==> src/rtl/clk_gate_ctrl.sv <==
// clk_gate_ctrl: N-channel glitch-free clock gating with software enable and idle auto-gating
module clk_gate_ctrl #(
  parameter int N_CH        = 4,
  parameter int IDLE_CYCLES = 16,
  parameter int MIN_ON      = 4
) (
  input  logic            in_clk,
  input  logic            rst,
  input  logic [N_CH-1:0] sw_en,
  input  logic [N_CH-1:0] auto_en,
  input  logic [N_CH-1:0] busy,
  output logic [N_CH-1:0] out_clk,
  output logic [N_CH-1:0] clk_active,
  output logic [N_CH-1:0] wake_pulse
);
  localparam int MAX_CNT = IDLE_CYCLES > MIN_ON ? IDLE_CYCLES : MIN_ON;
  localparam int CNT_W = $clog2(MAX_CNT + 1);
  localparam logic [CNT_W-1:0] IDLE_LAST = CNT_W'(IDLE_CYCLES - 1);
  localparam logic [CNT_W-1:0] MIN_LAST = CNT_W'(MIN_ON - 1);
  typedef enum logic [1:0] {OFF, RUN, GATED} state_t;
  logic [N_CH-1:0] en_n_q, en_n_d;
  for (genvar i = 0; i < N_CH; i++) begin : g_ch
    state_t state_q, state_d;
    logic [CNT_W-1:0] cnt_q, cnt_d, cnt_inc;
    logic mon_q, mon_d, act_q, wake_q, wake_d;
    assign cnt_inc = cnt_q == '1 ? cnt_q : cnt_q + 1'b1;
    // next state: mon_q marks the min-on window, during which cnt times the window instead of idleness
    always_comb begin
      state_d = state_q;
      cnt_d = cnt_q;
      mon_d = mon_q;
      wake_d = 1'b0;
      case (state_q)
        OFF: if (sw_en[i]) begin
          state_d = RUN;
          cnt_d = '0;
          mon_d = 1'b1;
        end
        RUN: if (!sw_en[i]) state_d = OFF;
        else if (mon_q) begin
          cnt_d = cnt_q == MIN_LAST ? '0 : cnt_inc;
          mon_d = cnt_q != MIN_LAST;
        end else if (!auto_en[i] || busy[i]) cnt_d = '0;
        else if (cnt_q == IDLE_LAST) begin
          state_d = GATED;
          cnt_d = '0;
        end else cnt_d = cnt_inc;
        GATED: if (!sw_en[i]) state_d = OFF;
        else if (busy[i] || !auto_en[i]) begin
          state_d = RUN;
          cnt_d = '0;
          mon_d = 1'b1;
          wake_d = 1'b1;
        end
        default: state_d = RUN;
      endcase
    end
    // channel state and registered status; reset leaves the clock running
    always_ff @(posedge in_clk) begin
      if (rst) begin
        state_q <= RUN;
        cnt_q <= '0;
        mon_q <= 1'b1;
        act_q <= 1'b1;
        wake_q <= 1'b0;
      end else begin
        state_q <= state_d;
        cnt_q <= cnt_d;
        mon_q <= mon_d;
        act_q <= state_d == RUN;
        wake_q <= wake_d;
      end
    end
    assign en_n_d[i] = rst | act_q;
    assign clk_active[i] = act_q;
    assign wake_pulse[i] = wake_q;
  end
  // enable only moves while in_clk is low, so gated pulses are always full width
  always_ff @(negedge in_clk) en_n_q <= en_n_d;
  assign out_clk = {N_CH{in_clk}} & en_n_q;
endmodule

==> config.mk <==
export PLATFORM = sky130hd
export DESIGN_NAME = clk_gate_ctrl
export DESIGN_NICKNAME = d
export VERILOG_FILES = /design/src/rtl/clk_gate_ctrl.sv
export SDC_FILE = /design/constraint.sdc
export NUM_CORES = 1
export LEC_CHECK = 0
export BUFFER_PORTS_ARGS = -buffer_cell sky130_fd_sc_hd__buf_2
export CAP_MARGIN = 20
export CORE_ASPECT_RATIO = 1.1
export CORE_UTILIZATION = 49
export DETAILED_ROUTE_END_ITERATION = 8
export GPL_TIMING_DRIVEN = 1
export PLACE_DENSITY = 0.71
export SLEW_MARGIN = 30
export SYNTH_ARGS = -nofsm -noshare
export SYNTH_HDL_FRONTEND = slang
export SYNTH_SLANG_ARGS = --single-unit
==> constraint.sdc <==
create_clock -name in_clk -period 1.7 [get_ports in_clk]
set_clock_uncertainty 0.1 [all_clocks]
set_input_delay 0.17 -clock in_clk [delete_from_list [all_inputs] [get_ports in_clk]]
set_output_delay 0.17 -clock in_clk [all_outputs]
set_load 0.005 [all_outputs]
==> impl_results.md <==
- Port bufs: 25
- Pwr/cell area: 1000 nW/µm²
- Slew headroom: 0.777
- Slowest cell on the critical path: dfxtp_1
- Final HPWL DP: ~3300 µm
- Worst Hold Class: in -> reg
- Vias in the first global route: 1,818
- Gate Count Post-Synth: around 260
- Synth Net Count: 277
- Post-synth top cells: dfxtp_1 (44), nand2_1 (30), a21oi_1 (20)
- Crit path max-delay family: flip-flops
- Run status: finished, violations left
- Antenna-violating nets left: 0
- DIE HEIGHT: 72.8 µm
- CTS tree: done
- Number of setup violations in the final report: 8
- DRT Pass-1 Iters: 4
- Reg area: between 800 and 900 µm²
- Yosys reg bits: 44
- Worst EP arrival: around 1.9 ns
- Buf+Inv Stages, Crit Path: 1
- Crit path capture type: primary output
- Count leader, synth: dfxtp_1
- WL per Instance: 13.4 µm
- CP peak stage delay: between 0.2 and 0.3 ns
- Fin nets: between 300 and 400
- Largest net degree at the start of global routing: 19
- Post-synth EDFFs: 0
- Pleak: 0.00113 µW
- Post-synth top flop: dfxtp_1
- Global-route wire length before repair: 7570 µm
- Distinct cells, synth: between 50 and 60
- Antenna diodes: 0
- Clock latency at the later pin of the worst-skew pair: 0.41 ns
- Final Instance Area: 2780 µm²
- Grt ovf: 0
- Post-synth top area cell: dfxtp_1
- PnR worst setup slack: -0.432 ns
- Maxcap violations: 0
- Clk pin slew, worst setup/hold paths: approximately 0.09 ns
- Core ar.: 4350 µm²
- Failing checks: negative setup slack
- GP Congestion: 0.805
- Peak supply drop: 0.564 mV
- # DRC: 0
- Die W: roughly 66 µm
- RSZ-0062 raised after global routing: yes
- Die Area: a little under 5000 µm²
- Final Max Tran Viols: 0
- Fin. Hold Viols: 0
- Drt via density: 5.61
- Area share of the largest cell type after synthesis: 0.394
- Avg Cell Area, Syn: roughly 8.6 µm²
- Initial antenna violation count: 0
- Filler Cells Inserted: 377
- Post-DP Area: 2430 µm²
- Worst Tran Pin Value: 0.333 ns
- Area delta synth->final: 24.3%
- Post-Syn Area: 2240 µm²
- DRT iter0 DRCs: 104
- Register-to-Register Setup Slack: 0.02 ns
- Sequential fraction of the synthesis area: 0.394
- WS Path Type: reg -> out
- Leading post-synthesis cells by cell area: dfxtp_1 (39%), nand2_1 (5.0%), a21oi_1 (4.5%), nand2b_1 (2.8%), buf_4 (2.7%)
- Initial core utilization: 0.514
- Ys async rst share: 0
- IO Count: 26
- Row count: 25
- YS warnings: 0
- Fraction of layout cells with a size suffix above 1: 0.281
- Final wirelength: 4780 µm
- Vias: 1,997
- Maximum fanout along the worst path: 1
- Pre-CTS setup slack: approximately 0.017 ns
- Crit-path cells: and2_1, buf_2
- Area occupied by multi-input gates: 1330 µm²
- Startpoint Class: flip-flop
- CP required: 1.43 ns
- Gr usage total: 0.211
-- tightest hold or removal path: stages --
cell and delay [ns]:
buf_2 0.10, nor2b_2 0.06, and4_1 0.18
-- final timing paths --
kind | to | start | depth (start not counted)
setup reg to reg | g_ch[2].cnt_q[0] | g_ch[2].cnt_q[0] | 6
hold / removal | g_ch[1].state_q[1] | busy[1] | 3
setup / recovery | out_clk[0] | en_n_q[0] | 2
hold reg to reg | g_ch[0].cnt_q[1] | g_ch[0].cnt_q[1] | 2
-- state kept, by name, summed over array words and instances (netlist names) --
name          cells
g_ch.act_q        4
g_ch.mon_q        4
g_ch.cnt_q       20
en_n_q            4
g_ch.wake_q       4
g_ch.state_q      8
-- cells by family after synthesis --
| logic type | Yosys count | share of synthesized area |
|---|---|---|
| buffers and inverters | 20 | 0.0476 |
| xor gates and xnor gates | 1 | 0.00392 |
| AOI/OAI and AO/OA | 76 | 0.227 |
| DFF | 44 | 0.394 |
| and+or+nand+nor | 114 | 0.305 |
| adders and majority gates | 4 | 0.0224 |
-- per-stage QoR --
step | power, µW | hold slack, ns | instances | util | setup TNS, ns
finish | 2790 | 0.0412 | 356 | 0.639 | -1.67
global route | 2930 | 0.0320 | 356 | 0.639 | -1.96
CTS | 2810 | 0.0278 | 354 | 0.619 | -1.73
detailed placement | 1480 | 0.254 | 334 | 0.559 | 0
global placement | 1470 | 0.254 | 334 | 0.559 | 0
floorplan | 1350 | 0.167 | 259 | - | -0.102
-- where the power goes --
group | switching [µW] | total [µW] | internal [µW]
Clock | 552 | 1470 | 916
Sequential | 33.0 | 1100 | 1070
Combinational | 112 | 222 | 110
Total | 697 | 2790 | 2090
-- cell type report --
| type | instances | area share |
|---|---|---|
| sequential | 44 | 0.322 |
| tap | 54 | 0.0243 |
| clock inverter | 4 | 0.00540 |
| multi-input combinational | 195 | 0.477 |
| clock buffer | 17 | 0.0792 |
| inverter | 5 | 0.00675 |
| timing repair buffer | 37 | 0.0846 |
-- cells in the final DEF (no fill, tap or decap), drive strengths merged, types with 4 or more instances in the layout --
cell,synthesis,final
nor3b,4,4
o21ai,17,17
a211oi,7,7
nor2b,7,7
nand2b,10,10
nor2,7,7
inv,6,9
ha,4,4
nand4b,4,4
dfxtp,44,44
buf,9,37
or2,4,4
dlygate4sd3,0,4
and3,9,9
a21oi,20,20
nand2,30,30
and2,9,9
a31oi,5,5
clkbuf,5,13
nand3,9,9
-- what timing repair did --
| item | CTS | global route |
|---|---|---|
| setup buffers | 0 | 2 |
| endpoints found under the setup margin | 9 | 22 |
| hold buffers | 4 | 0 |
| hold endpoints to repair | 13 | 0 |
| resized for setup | 7 | 23 |
| pin swaps | 3 | 6 |
-- layer usage --
metal / up-vias / wire length, µm / GRT usage
met3: 9 / 151 / 0.0578
met4: 0 / 82 / 0.158
li1: 1029 / - / -
met5: - / 0 / 0
met2: 26 / 2360 / 0.325
met1: 933 / 2180 / 0.248
No activity file was read; power rests on OpenSTA's default activity.
